[src/rtl/fifo_wr_arbiter_if.sv]
// ---------------------------------------------------------------------------
// fifo_wr_arbiter_if
// Bundles the requester and FIFO-side signals of the write arbiter.
//   req           : per-requester "word offered" flags (4)
//   req_data      : packed requester words, requester i at [i*DATA_WIDTH +: DATA_WIDTH]
//   full_in       : FIFO write-side full flag
//   data_in       : word presented to the FIFO write port
//   enable_in     : FIFO write enable
//   grant         : registered one-hot (or zero) current owner
//   ack           : one-hot, requester's word is written this cycle
//   busy          : any grant bit set
//   words_written : total words written (wrapping)
//   stall_cycles  : cycles the owner was blocked by full_in (saturating)
// slave modport is the arbiter side; master is the requester/FIFO side.
// ---------------------------------------------------------------------------
interface fifo_wr_arbiter_if #(
   parameter int DATA_WIDTH = 8
);
   logic [3:0]              req;
   logic [4*DATA_WIDTH-1:0] req_data;
   logic                    full_in;
   logic [DATA_WIDTH-1:0]   data_in;
   logic                    enable_in;
   logic [3:0]              grant;
   logic [3:0]              ack;
   logic                    busy;
   logic [15:0]             words_written;
   logic [15:0]             stall_cycles;

   modport master (
      output req, req_data, full_in,
      input  data_in, enable_in, grant, ack, busy, words_written, stall_cycles
   );

   modport slave (
      input  req, req_data, full_in,
      output data_in, enable_in, grant, ack, busy, words_written, stall_cycles
   );
endinterface

[src/rtl/fifo_wr_arbiter.sv]
// ---------------------------------------------------------------------------
// fifo_wr_arbiter
// Round-robin arbiter granting one of four requesters write access to a FIFO
// for bursts of up to MAX_BURST words. A word is written whenever the owner
// offers one and the FIFO is not full; ownership passes on when the owner
// withdraws its request or completes a full burst.
// Ports:
//   clk_in : write-side clock, all state changes on its rising edge
//   reset  : synchronous, active-high reset
//   bus    : fifo_wr_arbiter_if.slave (requests, data, FIFO handshake, stats)
// Parameters:
//   DATA_WIDTH : requester word width
//   MAX_BURST  : maximum words per grant (1..255)
// ---------------------------------------------------------------------------
module fifo_wr_arbiter #(
   parameter int DATA_WIDTH = 8,
   parameter int MAX_BURST  = 8
) (
   input  logic               clk_in,
   input  logic               reset,
   fifo_wr_arbiter_if.slave   bus
);

   typedef enum logic {IDLE = 1'b0, OWN = 1'b1} state_t;

   localparam logic [7:0] LAST_BCNT = 8'(MAX_BURST - 1);

   state_t      state_reg, state_next;
   logic [3:0]  grant_reg, grant_next;
   logic [1:0]  ptr_reg, ptr_next;
   logic [7:0]  bcnt_reg, bcnt_next;
   logic [15:0] words_reg, words_next;
   logic [15:0] stall_reg, stall_next;

   logic [3:0]            write_term;
   logic                  write_any;
   logic [1:0]            owner_idx;
   logic                  owner_req;
   logic [DATA_WIDTH-1:0] slice_masked [4];

   // First set request bit found searching start, start+1, ... modulo 4.
   function automatic logic [3:0] rr_pick(input logic [3:0] r, input logic [1:0] start);
      logic [3:0] pick;
      logic [1:0] idx;
      pick = '0;
      for (int k = 0; k < 4; k++) begin
         idx = start + 2'(k);
         if (pick == 4'b0 && r[idx]) begin
            pick[idx] = 1'b1;
         end
      end
      return pick;
   endfunction

   // Write qualification and data slicing per requester; reset gates the
   // write term so nothing reaches the FIFO while reset is held.
   generate
      for (genvar gi = 0; gi < 4; gi++) begin : g_req
         assign write_term[gi]   = grant_reg[gi] & bus.req[gi] & ~bus.full_in & ~reset;
         assign slice_masked[gi] = grant_reg[gi] ? bus.req_data[gi*DATA_WIDTH +: DATA_WIDTH]
                                                 : '0;
      end
   endgenerate

   assign write_any = |write_term;

   always_comb begin
      owner_idx = 2'd0;
      for (int k = 0; k < 4; k++) begin
         if (grant_reg[k]) begin
            owner_idx = 2'(k);
         end
      end
   end

   assign owner_req = bus.req[owner_idx];

   // State register
   always_ff @(posedge clk_in) begin
      if (reset) begin
         state_reg <= IDLE;
         grant_reg <= '0;
         ptr_reg   <= '0;
         bcnt_reg  <= '0;
         words_reg <= '0;
         stall_reg <= '0;
      end else begin
         state_reg <= state_next;
         grant_reg <= grant_next;
         ptr_reg   <= ptr_next;
         bcnt_reg  <= bcnt_next;
         words_reg <= words_next;
         stall_reg <= stall_next;
      end
   end

   // Next-state logic
   always_comb begin
      state_next = state_reg;
      grant_next = grant_reg;
      ptr_next   = ptr_reg;
      bcnt_next  = bcnt_reg;
      words_next = words_reg;
      stall_next = stall_reg;
      case (state_reg)
         IDLE: begin
            if (bus.req != 4'b0) begin
               grant_next = rr_pick(bus.req, ptr_reg);
               bcnt_next  = '0;
               state_next = OWN;
            end
         end
         OWN: begin
            if (write_any) begin
               words_next = words_reg + 16'd1;
            end
            if (owner_req && bus.full_in && stall_reg != 16'hFFFF) begin
               stall_next = stall_reg + 16'd1;
            end
            // Release: the owner is searched last, so it is re-granted only
            // when nobody else is requesting.
            if (!owner_req || (write_any && bcnt_reg == LAST_BCNT)) begin
               ptr_next   = owner_idx + 2'd1;
               bcnt_next  = '0;
               grant_next = rr_pick(bus.req, owner_idx + 2'd1);
               state_next = (bus.req == 4'b0) ? IDLE : OWN;
            end else if (write_any) begin
               bcnt_next = bcnt_reg + 8'd1;
            end
         end
         default: begin
            state_next = IDLE;
            grant_next = '0;
         end
      endcase
   end

   // Output logic
   always_comb begin
      bus.ack           = write_term;
      bus.enable_in     = write_any;
      bus.grant         = grant_reg;
      bus.busy          = |grant_reg;
      bus.words_written = words_reg;
      bus.stall_cycles  = stall_reg;
      bus.data_in       = '0;
      for (int k = 0; k < 4; k++) begin
         bus.data_in = bus.data_in | slice_masked[k];
      end
   end

endmodule

[src/flat_wrapper.sv]
// flat-port wrapper written by rule: the top's interface ports become plain ports
module fifo_wr_arbiter_flat 
#(
   parameter int DATA_WIDTH = 8,
   parameter int MAX_BURST  = 8
)
  (clk_in, reset, bus_req, bus_req_data, bus_full_in, bus_data_in, bus_enable_in, bus_grant, bus_ack, bus_busy, bus_words_written, bus_stall_cycles);
  fifo_wr_arbiter_if #(.DATA_WIDTH(DATA_WIDTH)) bus_i ();
  input  logic clk_in;
  input  logic reset;
  input wire logic [$bits(bus_i.req)-1:0] bus_req;
  input wire logic [$bits(bus_i.req_data)-1:0] bus_req_data;
  input wire logic [$bits(bus_i.full_in)-1:0] bus_full_in;
  output wire logic [$bits(bus_i.data_in)-1:0] bus_data_in;
  output wire logic [$bits(bus_i.enable_in)-1:0] bus_enable_in;
  output wire logic [$bits(bus_i.grant)-1:0] bus_grant;
  output wire logic [$bits(bus_i.ack)-1:0] bus_ack;
  output wire logic [$bits(bus_i.busy)-1:0] bus_busy;
  output wire logic [$bits(bus_i.words_written)-1:0] bus_words_written;
  output wire logic [$bits(bus_i.stall_cycles)-1:0] bus_stall_cycles;
  assign bus_i.req = bus_req;
  assign bus_i.req_data = bus_req_data;
  assign bus_i.full_in = bus_full_in;
  assign bus_data_in = bus_i.data_in;
  assign bus_enable_in = bus_i.enable_in;
  assign bus_grant = bus_i.grant;
  assign bus_ack = bus_i.ack;
  assign bus_busy = bus_i.busy;
  assign bus_words_written = bus_i.words_written;
  assign bus_stall_cycles = bus_i.stall_cycles;
  fifo_wr_arbiter #(.DATA_WIDTH(DATA_WIDTH), .MAX_BURST(MAX_BURST)) u_core (.clk_in(clk_in), .reset(reset), .bus(bus_i));
endmodule
[config.mk]
export PLATFORM = sky130hd
export DESIGN_NAME = fifo_wr_arbiter_flat
export DESIGN_NICKNAME = d
export VERILOG_FILES = /design/src/rtl/fifo_wr_arbiter_if.sv /design/src/rtl/fifo_wr_arbiter.sv /design/src/flat_wrapper.sv
export SDC_FILE = /design/constraint.sdc
export NUM_CORES = 1
export LEC_CHECK = 0
export CAP_MARGIN = 30
export CORE_ASPECT_RATIO = 0.75
export CORE_MARGIN = 3
export CORE_UTILIZATION = 46
export CTS_BUF_LIST = sky130_fd_sc_hd__clkbuf_8
export DETAILED_ROUTE_END_ITERATION = 8
export GPL_ROUTABILITY_DRIVEN = 0
export GPL_TIMING_DRIVEN = 0
export PLACE_DENSITY = 0.86
export SLEW_MARGIN = 0
export SYNTH_ARGS = -nofsm -noshare
export SYNTH_HDL_FRONTEND = slang
export SYNTH_SLANG_ARGS = --single-unit
[constraint.sdc]
create_clock -name clk_in -period 2.8 [get_ports clk_in]
set_clock_uncertainty 0.2 [all_clocks]
set_input_delay 0.56 -clock clk_in [delete_from_list [all_inputs] [get_ports clk_in]]
set_output_delay 0.56 -clock clk_in [all_outputs]
set_load 0.02 [all_outputs]
== After elaboration in Yosys (flattened, before gate mapping) ==
Cells that the tools add are included.
Word-level totals
  flip-flop bits (word level): 47
  output and inout bits: 50
  logic and storage cells: 168
Operators by class
  add/sub/neg operators: 10
  order comparisons: 17
  eq/ne operators: 5
  mux-type cells: 72
  bitwise gates (word level): 24
  reductions and logical operators: 34
Operators by type and width (number)
  two-way mux 4 bit: 22
  two-way mux 8 bit: 7
  adder 16 x 1 -> 16 bit, second input constant: 2
  logical NOT 4 bit: 7
  less-than comparator 2 x 3 -> 1 bit, second input constant: 9
  OR 4 bit: 6
  OR 8 bit: 3
  two-way mux 1 bit: 21
  binary-select mux 1 bit (select 2 bit): 9
  logical AND 1 bit: 17
  demux 1 bit (select 2 bit): 8
  greater-or-equal comparator 2 x 1 -> 1 bit, second input constant: 8
  inequality test 16 bit, second input constant: 1
  case mux 8 bit (2 select lines): 1
  AND 1 bit: 12
  AND reduction 2 bit: 5
  adder 2 bit, second input constant: 4
  adder 8 x 1 -> 8 bit, second input constant: 1
  equality test 8 x 3 -> 1 bit, second input constant: 1
  case mux 4 bit (2 select lines): 1
  OR reduction 4 bit: 2
  adder 2 x 1 -> 2 bit, second input constant: 3
  two-way mux 2 bit: 2
  nonzero test 4 bit: 1
  7 further kinds: 9

== Logic depth before layout (Yosys ltp) ==
Gate-level depths: netlist of run 1.
  depth in word-level cells: 26
  depth in mapped cells: 12
  gate-level depth less buffers: 11

== Worst setup path after synthesis of run 1 ==
OpenSTA, ideal clock, no wires.
  kind: register to register
  start: reg u_core.grant_reg[1], in the netlist u_core.bus.grant[1]
  end: reg u_core.grant_reg[0], in the netlist u_core.bus.grant[0]
  setup time: 100 ps
  data arrival time: 2866 ps
  path slack: -365 ps
  cell stages (with the launch flop): 13
  path buffers: 1
  clock period less this slack: 3165 ps
  cells stage by stage: dfxtp_1 > buf_4 > nor2b_4 > nor2_2 > inv_1 > ha_1 > nand2b_1 > a211o_1 > a22oi_1 > o21ai_1 > a41oi_2 > o2111ai_1 > a2111oi_4
On the way
  cells in the longest elaborated chain, start to end: 26
Ends and longest elaborated chain
  start: declaration: line fifo_wr_arbiter.sv:29  | logic [3:0] grant_reg, grant_next;
  start signal: assignment: line fifo_wr_arbiter.sv:89  | grant_reg <= grant_next;
  two-way mux 1 bit: line fifo_wr_arbiter.sv:70  | if (grant_reg[k]) begin
  two-way mux 2 bit (2 in a row): line fifo_wr_arbiter.sv:70
  adder 2 x 1 -> 2 bit: line fifo_wr_arbiter.sv:125  | grant_next = rr_pick(bus.req, owner_idx + 2'd1);
  less-than comparator 2 x 3 -> 1 bit (not written as such) or greater-or-equal comparator 2 x 1 -> 1 bit (tied branches): line fifo_wr_arbiter.sv:49  | pick[idx] = 1'b1;
  logical AND 1 bit (not written as such): line fifo_wr_arbiter.sv:49
  two-way mux 1 bit (not written as such): line fifo_wr_arbiter.sv:49
  demux 1 bit (select 2 bit)
  two-way mux 4 bit: line fifo_wr_arbiter.sv:48  | if (pick == 4'b0 && r[idx]) begin
  [9 not listed]
  two-way mux 4 bit: line fifo_wr_arbiter.sv:48
  two-way mux 4 bit: line fifo_wr_arbiter.sv:122  | if (!owner_req || (write_any && bcnt_reg == LAST_BCNT)) begin
  two-way mux 4 bit: line fifo_wr_arbiter.sv:105  | case (state_reg)
  logical NOT 4 bit: line fifo_wr_arbiter.sv:48
  logical AND 1 bit: line fifo_wr_arbiter.sv:48
  two-way mux 4 bit: line fifo_wr_arbiter.sv:48
  two-way mux 4 bit: line fifo_wr_arbiter.sv:122
  case mux 4 bit (2 select lines): line fifo_wr_arbiter.sv:105
Several ways; a longest one is shown, not always the timed one. The select of a mux whose other input is x is not followed.
A chain may end at the register's enable or synchronous reset.

== Worst setup path after layout of run 1 ==
  start: reg u_core.grant_reg[3], in the netlist u_core.bus.grant[3]
  end: reg u_core.grant_reg[0], in the netlist u_core.bus.grant[0]
On the way
  cells in the longest elaborated chain, start to end: 24
Ends and longest elaborated chain (line)
  two-way mux 2 bit: fifo_wr_arbiter.sv:70
  adder 2 x 1 -> 2 bit: fifo_wr_arbiter.sv:125
  less-than comparator 2 x 3 -> 1 bit (not written as such) or greater-or-equal comparator 2 x 1 -> 1 bit (tied branches): fifo_wr_arbiter.sv:49
  logical AND 1 bit (not written as such): fifo_wr_arbiter.sv:49
  two-way mux 1 bit (not written as such): fifo_wr_arbiter.sv:49
  demux 1 bit (select 2 bit)
  two-way mux 4 bit: fifo_wr_arbiter.sv:48
  two-way mux 4 bit: fifo_wr_arbiter.sv:122
  [8 not listed]
  two-way mux 4 bit: fifo_wr_arbiter.sv:48
  two-way mux 4 bit: fifo_wr_arbiter.sv:122
  two-way mux 4 bit: fifo_wr_arbiter.sv:105
  logical NOT 4 bit: fifo_wr_arbiter.sv:48
  logical AND 1 bit: fifo_wr_arbiter.sv:48
  two-way mux 4 bit: fifo_wr_arbiter.sv:48
  two-way mux 4 bit: fifo_wr_arbiter.sv:122
  case mux 4 bit (2 select lines): fifo_wr_arbiter.sv:105
Several ways; a longest one is shown, not always the timed one. The select of a mux whose other input is x is not followed.

==> results by stage, run 1 <==
Floorplan:
- Pin placement for this block handled 89 I/O pins.
- The number of placement rows is 26.
- The starting utilization of the core area is 0.482.
- The die covers 8300 sq um.
- The die is 104 um wide.
- The placeable core area is 6900 sq um.
- The floorplan step set the die height to 79.6 um.

Drt:
- The number of DRC markers after the initial detailed-route iteration is 269.
- Using the TritonRoute via totals, the vias-per-cell ratio works out to 5.95.
- The wire length reported by the detailed router is 10300 um.
- The total DRC errors in the routed layout is 0.
- The first-pass iteration count of the detailed router is 7.
- The remaining antenna violation count after routing is 0.
- After detailed routing, the average wire length per cell comes to 16.6 um.
- For this block, the via count after detailed routing is 3683.

Pwr:
- Summed over all nets, the switching power comes to 1950 uW.
- In this run the static leakage power is 0.00185 uW.
- The portion of total power attributed to the clock network is 0.103.
- The overall power after layout is 4230 uW.
- IR analysis of the VDD net gives a maximum drop of 0.440 mV.
- The sequential fraction of design power is 0.190.
- The switching share of power is 0.462.
- The power per cell area is 876 nW/um^2.
- The combinational group share of total power is 0.708.
- The cell-internal power is 2280 uW.

Critical path:
- The combined buffer and inverter count along the critical path is 1.
- The worst setup path category is flip-flop to flip-flop.
- On the critical path the largest part of the delay comes from compound AO/OA/AOI/OAI gates.
- At the worst endpoint, the required time is 2800 ps.
- STA puts the critical path data arrival time at 2870 ps.
- The critical path goes through buf_8, or2_4, ha_4, nand2b_4, a211o_4, a22oi_2, o21ai_2, a41oi_2, o2111ai_2, a2111oi_4.
- The slowest stage cell on the critical path is sky130_fd_sc_hd__dfxtp_4.
- STA classifies the critical path startpoint as a flip-flop.
- The worst-case register-to-register setup slack is -70 ps.
- The delay of the slowest cell on the worst path is 360 ps.
- The endpoint identified for the worst register-to-register timing path is u_core.bus.grant[0].
- The startpoint identified for the worst register-to-register timing path is u_core.bus.grant[3].
- The type of destination of the critical path is a flip-flop.
- The biggest fanout along the worst timing path is 5.
- For the worst flop-to-flop path, the logic depth is 10.

Timing:
- The total of endpoints with negative setup slack in the final report is 3.
- The final max-slew violation count was 0.
- The final cycle utilization of the critical path is 1.02.
- Setup repair after global routing could not meet its margin everywhere.
- Counting I/O delays and the setup requirement, the final critical path takes 2870 ps.
- The number of failing hold endpoints at the final stage was 0.
- The tightest slew margin relative to the limit is 0.650.
- The transition at the pin with the smallest max-transition slack is 525 ps.
- For this run, the top clock speed supported by timing is 349 MHz.
- The worst-case setup margin in the final layout is -66.9 ps.

Synth:
- The number of cells produced by synthesis is 407.
- The number of flip-flops and latches in the synthesized netlist is 47.
- The net count of the mapped netlist is 464.
- Among all flip-flop cells after synthesis, the most frequent one is sky130_fd_sc_hd__dfxtp_1.
- Yosys printed 0 warnings.
- The count of unique library cells instantiated by Yosys is 61.
- The share of the Yosys chip area taken by registers is 0.283.
- The synthesized design contains 0 enable-type register cells.
- The share of flip-flops with an asynchronous set or reset is 0.
- Summing every instance area after synthesis gives 3330 sq um.
- The average size of a mapped cell is 8.17 sq um.

Placed design:
- The half-perimeter wire length of the detailed placement result is 7130 um.
- Buffers placed on the I/O ports in this run total 87.
- The worst-case setup slack after placement is -476 ps.

GRT:
- The initial antenna violation count is 0.
- The number of global-route vias before repair is 3364.
- Entering global routing, the biggest net connects 16 pins.
- The wire length of the first global-routing pass is 16000 um.
- The leftover overflow at the end of global routing is 0.
- For this run, the total global-route usage over all layers was measured as 0.233.

Min path:
- The startpoint of the worst hold path is u_core.bus.words_written[11].
- The worst hold path was traced through 2 stages.
- The path class of the tightest hold or removal check is flip-flop to flip-flop.
- The worst hold path terminates at u_core.bus.words_written[11].

Cells and area:
- The area growth from synthesis to layout is 45.3%.
- The final layout contains 577 nets.
- The number of antenna diodes in the final layout is 0.
- The utilization of the core after routing is 0.700.
- The share of layout cells above drive strength 1 is 0.175.

Job:
- Max-cap violations in this run came to 0.

Clock network:
- The H-tree level count is 2.
- The number of buffers added by the clock tree synthesis step is 5.
- The CTS tree is yes.
- After clock tree synthesis, the flow added hold-fix buffers numbering 0.
- The number of buffers on the longest clock path is 2.
- The clock-pin slew on the worst setup and hold paths is 90 ps.
- Clock latency on the worst-skew pair, taken at its later pin, is 300 ps.
- The root buffer selected by CTS is sky130_fd_sc_hd__clkbuf_8.
- The clock net in this run drives a total of 47 sinks.

Status:
- The final reports fail on setup timing.
- The run finished, with violations left.
power groups by stage:
stage	Combinational, uW	Clock (uW)	Sequential (uW)
finish	2990	435	802
global placement	2320	0	801
detailed placement	2410	0	804
floorplan	1690	0	821
global route	3170	467	807
CTS	2710	439	798
routing by layer:
metal / vias up / share of wire / GRT usage
li1: 1704 / - / -
met1: 1743 / 0.42 / 0.293
met2: 221 / 0.48 / 0.407
met3: 15 / 0.091 / 0.0590
met4: 0 / 0.012 / 0.0518
met5: - / 0 / 0
kinds of logic after synthesis:
family	share of synthesized area
mux	0.0523
buf+inv	0.0444
fa+ha+maj	0.0677
flops	0.283
compound gates	0.188
simple gates	0.286
xor+xnor	0.0790
worst max path at each step:
stage,start,endpoint,slack [ps],cells past startpoint
final,u_core.bus.grant[3],u_core.bus.grant[0],-70,10
after global routing,u_core.bus.grant[1],u_core.bus.grant[0],-130,11
after CTS,u_core.bus.grant[3],u_core.bus.grant[0],-30,10
after detailed placement,reset,u_core.bus.grant[3],-480,9
after global placement,reset,u_core.bus.grant[3],-450,9
after floorplan,u_core.bus.grant[1],u_core.bus.grant[0],-50,12
cell usage in the layout, fill, tap and decap left out, drive strengths merged, types with 6 or more instances in the layout:
cell | synthesis | layout
inv | 14 | 13
xor2 | 13 | 13
clkdlybuf4s50 | 0 | 71
nor2b | 8 | 8
a31oi | 6 | 6
dlymetal6s2s | 0 | 10
nand3 | 17 | 17
xnor2 | 17 | 17
nor2 | 53 | 53
clkbuf | 10 | 16
dfxtp | 47 | 47
nand4 | 13 | 13
nor4 | 10 | 10
nor3 | 10 | 10
o21ai | 16 | 16
nand2 | 37 | 37
ha | 18 | 18
or3 | 8 | 8
a21oi | 12 | 12
a22oi | 20 | 20
buf | 10 | 29
cells in the mapped netlist, types with 2 or more instances:
| cell | number | area [sq um] |
|---|---|---|
| sky130_fd_sc_hd__mux4_2 | 5 | 113 |
| sky130_fd_sc_hd__a41o_1 | 2 | 20.0 |
| sky130_fd_sc_hd__a311o_1 | 3 | 30.0 |
| sky130_fd_sc_hd__clkbuf_1 | 10 | 37.5 |
| sky130_fd_sc_hd__o211ai_1 | 2 | 15.0 |
| sky130_fd_sc_hd__nor4_1 | 10 | 62.6 |
| sky130_fd_sc_hd__nand3_1 | 17 | 85.1 |
| sky130_fd_sc_hd__or3_1 | 8 | 50.1 |
| sky130_fd_sc_hd__nor3_1 | 10 | 50.1 |
| sky130_fd_sc_hd__a22o_1 | 3 | 26.3 |
| sky130_fd_sc_hd__nand2_1 | 37 | 139 |
| sky130_fd_sc_hd__nand4_1 | 11 | 68.8 |
| sky130_fd_sc_hd__a211oi_1 | 4 | 30.0 |
| sky130_fd_sc_hd__or2_2 | 4 | 25.0 |
| sky130_fd_sc_hd__xor2_1 | 13 | 114 |
| sky130_fd_sc_hd__and4_1 | 4 | 35.0 |
| sky130_fd_sc_hd__nor2_1 | 52 | 195 |
| sky130_fd_sc_hd__nor3b_1 | 3 | 22.5 |
| sky130_fd_sc_hd__nor2b_1 | 6 | 37.5 |
| sky130_fd_sc_hd__nand2b_1 | 3 | 18.8 |
| sky130_fd_sc_hd__o221ai_1 | 2 | 17.5 |
| sky130_fd_sc_hd__o21ai_0 | 13 | 65.1 |
| sky130_fd_sc_hd__xnor2_1 | 17 | 149 |
| sky130_fd_sc_hd__ha_1 | 18 | 225 |
| sky130_fd_sc_hd__nand3b_1 | 2 | 15.0 |
| sky130_fd_sc_hd__buf_2 | 7 | 35.0 |
| sky130_fd_sc_hd__o2111ai_1 | 2 | 17.5 |
| sky130_fd_sc_hd__nor2b_4 | 2 | 27.5 |
| sky130_fd_sc_hd__mux2i_1 | 5 | 50.1 |
| sky130_fd_sc_hd__a22oi_1 | 20 | 150 |
| sky130_fd_sc_hd__o21ai_1 | 2 | 10.0 |
| sky130_fd_sc_hd__dfxtp_1 | 47 | 941 |
| sky130_fd_sc_hd__and3_1 | 4 | 25.0 |
| sky130_fd_sc_hd__a21oi_1 | 12 | 60.1 |
| sky130_fd_sc_hd__nand4_2 | 2 | 25.0 |
| sky130_fd_sc_hd__a31oi_1 | 5 | 31.3 |
| sky130_fd_sc_hd__and2_1 | 3 | 18.8 |
| sky130_fd_sc_hd__inv_1 | 14 | 52.6 |
worst reg2reg max path: stages (launching register included):
cell and delay [ps]:
sky130_fd_sc_hd__dfxtp_4 360, sky130_fd_sc_hd__buf_8 120, sky130_fd_sc_hd__or2_4 260, sky130_fd_sc_hd__ha_4 240
sky130_fd_sc_hd__nand2b_4 150, sky130_fd_sc_hd__a211o_4 360, sky130_fd_sc_hd__a22oi_2 210, sky130_fd_sc_hd__o21ai_2 100
sky130_fd_sc_hd__a41oi_2 290, sky130_fd_sc_hd__o2111ai_2 180, sky130_fd_sc_hd__a2111oi_4 300
cell type report:
class	count	area (sq um)
multi-input combinational	326	2430
fill	518	2070
timing repair buffer	108	1050
sequential	47	960
tap	98	123
buffer	18	119
clock buffer	6	82.6
inverter	14	56.3
clock inverter	2	16.3
through the flow:
| step | hold slack, ps | TNS (ps) | cell area [sq um] | std cells |
|---|---|---|---|---|
| after floorplan | 274 | -53.3 | 3370 | 407 |
| after global placement | 288 | -9910 | 4360 | 592 |
| after detailed placement | 296 | -12230 | 4360 | 592 |
| after CTS | 310 | -26.9 | 4650 | 611 |
| after global routing | 359 | -360 | 4830 | 619 |
| final | 303 | -81.9 | 4830 | 619 |
what timing repair did:
action / 4_1_cts / 5_1_grt
buffers inserted: 13 / 8
gates resized for setup: 32 / 37
pin swaps: 12 / 10
endpoints found under the setup margin: 32 / 37
No activity file was read; power rests on OpenSTA's default activity.
==> run 2: changes to the inputs <==
- CORE_ASPECT_RATIO: 0.75 -> 1.75
==> run 2 against run 1 <==
Net effect:
- the run still ends with setup timing left
- via count is 2.2% higher
- total power is 4.2% higher
- register-to-register slack worse by 110 ps
- critical path depth stayed put
- core utilization is 0.14 points lower
- sequential power is 1% lower
- sequential cell count stayed put
- first-iteration DRC count is 21% higher
- largest power group unchanged
==> results by stage, run 2 (synthesis gave the netlist of run 1 again) <==
Drt:
- In the detailed route, the total length drawn on met3 is 689 um.
- The routed wire length per instance is 18.1 um.
- After detailed routing, the wire length on met1 is 3870 um.
- Routed signal wires occupy layers up through met4.
- The first-pass iteration count of the detailed router is 6.
- The wire length reported by the detailed router is 11100 um.
- The remaining antenna violation count after routing is 0.
- The number of DRC markers after the initial detailed-route iteration is 325.
- The total DRC errors in the routed layout is 0.
- The detailed router placed 3764 vias in this run.
- The routed design uses 5860 um of met2 wire.
- Using the TritonRoute via totals, the vias-per-cell ratio works out to 6.14.

Placed design:
- The count of buffers from port buffering is 87.
- The HPWL after detailed placement is 7480 um.
- At the placement stage, the worst setup path has a slack of -529 ps.
- Including well taps, the total number of placed cells is 578.

GRT:
- The number of global-route vias before repair is 3693.
- The leftover overflow at the end of global routing is 0.
- Entering global routing, the biggest net connects 14 pins.
- The first global-routing pass estimated 17500 um of wire.
- Across every metal layer, demand over resource in global routing totals 0.253.
- The initial antenna violation count is 0.

Clock network:
- The H-tree level count is 2.
- The clock-pin slew on the worst setup and hold paths is 90 ps.
- The root buffer selected by CTS is sky130_fd_sc_hd__clkbuf_8.
- CTS saw 47 sinks.
- TritonCTS built the clock tree.
- The number of hold buffers added after CTS was 0.
- The number of buffers added by the clock tree synthesis step is 5.
- For the worst-skew pair, the clock arrives at the later sink with an insertion delay of 310 ps.
- The number of buffers on the longest clock path is 2.

Pwr:
- The power per cell area is 906 nW/um^2.
- The peak ir drop on the vdd network is 0.442 mV.
- The analysis attributes to cell leakage a power of 0.00180 uW.

Cells and area:
- Relative to the synthesized area, the layout overhead comes to 46.2%.
- At the end of the flow, the number of nets in the layout was 585.
- The library cell used most frequently in the layout, excluding fill and tap cells, is sky130_fd_sc_hd__clkdlybuf4s50_1.
- Of the cells placed in the final design, the portion with a size suffix greater than 1 is 0.189.
- The finished layout holds 613 standard cells, fillers aside.
- 0 antenna diodes ended up in the layout.
- In the layout the commonest cells are sky130_fd_sc_hd__clkdlybuf4s50_1, sky130_fd_sc_hd__nor2_1, sky130_fd_sc_hd__dfxtp_1.
- The utilization of the core after routing is 0.699.

Floorplan:
- The starting utilization of the core area is 0.478.
- The floorplan has 40 rows.
- The floorplan die width is 70.3 um.
- The top-level port count is 89.
- The die is 118 um tall.
- The placeable core area is 6960 sq um.
- The die covers 8330 sq um.

Job:
- Across the run, the number of max-cap violations was 0.

Timing:
- Setup total negative slack on the finished layout was measured at -383 ps.
- The final cycle utilization of the critical path is 1.06.
- The worst-case setup margin in the final layout is -182 ps.
- Setup repair after global routing could not meet its margin everywhere.
- At the pin with the least slew margin, the transition time is 572 ps.
- The maximum frequency from static timing analysis is 335 MHz.
- The final max-slew violation count is 0.
- The post-layout minimum cycle time is 2980 ps.
- Headroom to the max-slew limit came out at 0.619.
- Setup violations remaining at the end of the flow were counted as 4.
- The number of failing hold endpoints at the final stage came to 0.

Status:
- The checks that failed: setup timing.
- The flow ran to the end, but the final reports show violations.

Critical path:
- STA classifies the critical path startpoint as a flip-flop.
- The biggest fanout along the worst timing path is 6.
- The worst reg2reg path depth is 10.
- Data on the critical path is required at its endpoint by 2810 ps.
- The type of destination of the critical path is a flip-flop.
- Data on the critical path arrives at its endpoint at 2990 ps.
- By startpoint and endpoint, the worst setup path is classified as flip-flop to flip-flop.

Min path:
- The min-delay analysis places its worst path in the category flip-flop to flip-flop.
- The cell depth of the worst min-delay path is 2.
[run 2: metal layers]
metal / track usage / up-vias
met5: 0 / -
met4: 0.138 / 0
met3: 0.0426 / 66
met2: 0.464 / 206
met1: 0.265 / 1763
li1: - / 1729
[run 2: final cells by class]
cell class	count	area, sq um
multi-input cells	327	2460
fillers	533	2090
clock inverters	3	12.5
well taps	84	105
flip-flops and latches	47	957
inverters	14	56.3
plain buffers	18	133
clock buffers	5	68.8
repair buffers	115	1070
[run 2: worst max-delay path: stages, from the launching register on]
cell                        delay, ps
sky130_fd_sc_hd__dfxtp_4          360
sky130_fd_sc_hd__buf_12           120
sky130_fd_sc_hd__or2_4            250
sky130_fd_sc_hd__ha_4             270
sky130_fd_sc_hd__nand2b_4         160
sky130_fd_sc_hd__a211o_4          350
sky130_fd_sc_hd__a22oi_2          230
sky130_fd_sc_hd__o21ai_2           80
sky130_fd_sc_hd__a41oi_2          280
sky130_fd_sc_hd__o2111ai_2        190
sky130_fd_sc_hd__a2111oi_4        370
[run 2: metrics by stage]
stage               hold WS, ps  instance area [sq um]  total power, uW
floorplan                   274                   3370             2510
global placement            283                   4350             3130
detailed placement          304                   4350             3220
CTS                         318                   4690             4050
global route                352                   4860             4630
finish                      320                   4860             4410
[run 2: final timing paths]
path	startpoint	slack, ps	to
worst min register to register	u_core.bcnt_reg[1]	320	u_core.bcnt_reg[1]
worst max-delay path	u_core.bus.grant[3]	-180	u_core.bus.grant[0]
worst min-delay path	u_core.bcnt_reg[1]	320	u_core.bcnt_reg[1]
worst max register to register	u_core.bus.grant[3]	-180	u_core.bus.grant[0]
[run 2: repair_timing]
item / 4_1_cts / 5_1_grt
endpoints found under the hold margin: 0 / 0
pin swaps: 14 / 11
cloned: 0 / 1
gates resized for setup: 43 / 23
endpoints found under the setup margin: 36 / 28
buffers inserted: 17 / 11
[run 2: report_power, final]
part           switching, uW  internal (uW)
logic                   1730           1480
clock network            233            169
registers               66.3            725
total                   2030           2380
==> run 3: changes to the inputs <==
- SKIP_LAST_GASP: default -> 1
==> run 3 against run 2 <==
Net effect:
- the run still ends with setup timing left
- register-to-register slack gained 20 ps
- count of clock-buffer cells in the layout unchanged
- fmax up 0.54%
- worst hold slack gained 4.7 ps
- sequential power about the same
- routed wire length fell by 2.4%
- critical path depth unchanged
- core utilization down 0.054 points
- die area unchanged
- non-clock buffer count did not move
- design area about the same
- combinational power about the same
==> results by stage, run 3 (synthesis gave the netlist of run 1 again) <==
Critical path:
- STA classifies the critical path startpoint as a flip-flop.
- Data on the critical path is required at its endpoint by 2810 ps.
- The worst register-to-register path begins at u_core.bus.grant[3].
- The critical path is of the flip-flop to flip-flop type.
- In this run the worst path has a maximum fanout of 6.
- Counting cells, the worst reg-to-reg path comes to 10.
- The worst setup path startpoint is u_core.bus.grant[3].
- The worst register-to-register path ends at u_core.bus.grant[0].
- The last element of the critical path is u_core.bus.grant[0].
- At the worst endpoint, the arrival time is 2970 ps.
- The worst register-to-register path has a setup slack of -170 ps.
- The type of destination of the critical path is a flip-flop.

Drt:
- Dividing the detail-routed via count by the number of cells gives 6.13.
- The remaining antenna violation count after routing is 0.
- The wire length reported by the detailed router is 10800 um.
- In the final routed layout, each cell accounts on average for 17.7 um.
- The pre-antenna-repair detailed-routing pass consisted of 5 iterations.
- The total via count in the routed design is 3755.
- The number of DRC markers after the initial detailed-route iteration is 240.
- The total DRC errors in the routed layout is 0.

Floorplan:
- The die covers 8330 sq um.
- The starting utilization of the core area is 0.478.
- The floorplan has 40 rows.
- The top-level port count is 89.
- In this run the vertical extent of the chip is 118 um.
- The floorplan step set the die width to 70.3 um.
- The total area inside the core boundary comes to 6960 sq um.

Placed design:
- The half-perimeter wire length of the detailed placement result is 7480 um.
- OpenSTA, run right after detailed placement, puts the worst setup slack at -529 ps.
- The count of buffers from port buffering is 87.

Timing:
- The post-layout minimum cycle time is 2970 ps.
- For the pin with the worst max-slew slack, the measured transition is 535 ps.
- The tightest slew margin relative to the limit is 0.643.
- Once routing completed, OpenROAD measured the worst setup slack at -165 ps.
- The total of endpoints with negative setup slack in the final report is 3.
- The number of failing hold endpoints at the final stage is 0.
- The final max-slew violation count was 0.
- The final cycle utilization of the critical path is 1.06.
- Setup repair after global routing could not meet its margin everywhere.
- For this run, the top clock speed supported by timing is 337 MHz.
- The setup total negative slack is -290 ps.

Clock network:
- After clock tree synthesis, the flow added hold-fix buffers numbering 0.
- In this run the clock root is driven by a sky130_fd_sc_hd__clkbuf_8.
- For the worst-skew pair, the clock arrives at the later sink with an insertion delay of 310 ps.
- The number of clock sinks is 47.
- The longest clock path from root to sink contains 2 buffers.
- In this run, CTS created clock tree buffers numbering 5.
- The clock-pin slew on the worst setup and hold paths is 90 ps.
- In this run the number of H-tree levels came out at 2.
- The CTS tree is yes.

Cells and area:
- The total number of nets in the final design is 585.
- The most common cell after layout, fill and taps aside is sky130_fd_sc_hd__clkdlybuf4s50_1.
- The layout overhead on the synthesized area is 46.1%.
- The number of inserted diodes is 0.
- The top cell types in the final layout, fill and taps aside, are sky130_fd_sc_hd__clkdlybuf4s50_1, sky130_fd_sc_hd__nor2_1, sky130_fd_sc_hd__dfxtp_1.
- For this run, the share of the core covered by cells in the final layout is 0.699.
- Counting the fill cells in the layout gives 534.
- In the final layout, the share of cells above drive strength 1 is 0.185.

Status:
- The flow ran to the end, but the final reports show violations.
- The checks that failed: setup timing.

GRT:
- The maximum number of pins on one net before global-route repair is 14.
- The number of global-route vias before repair was 3693.
- The global routing usage summed across all routing layers is 0.253.
- In the global route stage, met1 resource usage came out at 0.265.
- The leftover overflow at the end of global routing is 0.
- The initial antenna violation count is 0.
- The first global-routing pass estimated 17500 um of wire.
- The met2 capacity usage during global routing is 0.464.
- The most congested layer reported by global routing is met2.
- The fraction of met3 tracks used by global routing is 0.0426.

Pwr:
- The analysis attributes to net switching a power of 2010 uW.
- The power per cell area is 904 nW/um^2.
- Of the total power, the share spent switching nets is 0.458.
- Overall power consumption after layout is estimated at 4390 uW.
- The sequential fraction of design power is 0.180.
- The static power due to leakage is 0.00180 uW.
- The peak ir drop on the vdd network is 0.435 mV.
- The portion of total power attributed to the clock network is 0.092.
- The internal power of the cells totals 2380 uW.
- The combinational group share of total power is 0.729.

Min path:
- The startpoint of the worst hold path is u_core.bcnt_reg[1].
- The min-delay analysis places its worst path in the category flip-flop to flip-flop.

Job:
- The max-cap check violation count is 0.
[run 3: cell count changes in the layout (fill, tap and decap cells not counted)]
cell | before | now
sky130_fd_sc_hd__nor3b_1 | 1 | 2
sky130_fd_sc_hd__ha_1 | 15 | 16
sky130_fd_sc_hd__dlygate4sd2_1 | 5 | 4
sky130_fd_sc_hd__nor3b_2 | 2 | 1
sky130_fd_sc_hd__dlymetal6s2s_1 | 1 | 2
sky130_fd_sc_hd__ha_2 | 1 | 0
[run 3: how the worst min path moves through the flow]
| stage | end | slack, ps | cells past startpoint |
|---|---|---|---|
| 4_1_cts | u_core.bcnt_reg[1] | 320 | 2 |
| 3_5_place_dp | u_core.bcnt_reg[1] | 300 | 2 |
| 5_1_grt | u_core.bcnt_reg[1] | 350 | 2 |
| 3_3_place_gp | u_core.bus.words_written[11] | 280 | 2 |
| 6_report | u_core.bcnt_reg[1] | 320 | 2 |
| 2_1_floorplan | u_core.bcnt_reg[2] | 270 | 2 |
[run 3: layer usage]
layer  wire (um)  up-vias
met5           0        -
met4         556        0
met3         591       49
met2        5810      192
met1        3880     1785
li1            -     1729
[run 3: critical path: stages (launching register included)]
cell                        delay [ps]
sky130_fd_sc_hd__dfxtp_4           360
sky130_fd_sc_hd__buf_12            120
sky130_fd_sc_hd__or2_4             250
sky130_fd_sc_hd__ha_4              270
sky130_fd_sc_hd__nand2b_4          160
sky130_fd_sc_hd__a211o_4           350
sky130_fd_sc_hd__a22oi_2           220
sky130_fd_sc_hd__o21ai_2            80
sky130_fd_sc_hd__a41oi_2           270
sky130_fd_sc_hd__o2111ai_2         190
sky130_fd_sc_hd__a2111oi_4         380
[run 3: repair_timing]
item | 4_1_cts | 5_1_grt
pin swaps | 14 | 11
resized for setup | 38 | 26
buffers inserted | 17 | 11
endpoints found under the setup margin | 36 | 32
gates cloned | 0 | 1
[run 3: final cells by class]
type	instances	area, sq um	share of cell area
multi-input cells	327	2450	0.504
repair buffers	115	1080	0.221
flip-flops and latches	47	957	0.197
plain buffers	18	133	0.0273
well taps	84	105	0.0216
clock buffers	5	68.8	0.0142
inverters	14	56.3	0.0116
clock inverters	3	12.5	0.00257
[run 3: through the flow]
| step | cells | cell area (sq um) | hold WS (ps) |
|---|---|---|---|
| after floorplan | 407 | 3370 | 274 |
| after global placement | 578 | 4350 | 283 |
| after detailed placement | 578 | 4350 | 304 |
| after CTS | 601 | 4670 | 318 |
| after global routing | 613 | 4860 | 352 |
| final | 613 | 4860 | 325 |
[run 3: power by group through the flow]
stage | combinational [uW] | clock, uW | sequential, uW
floorplan | 1690 | 0 | 821
global placement | 2340 | 0 | 796
detailed placement | 2420 | 0 | 800
CTS | 2860 | 407 | 783
global route | 3390 | 433 | 797
finish | 3200 | 402 | 790
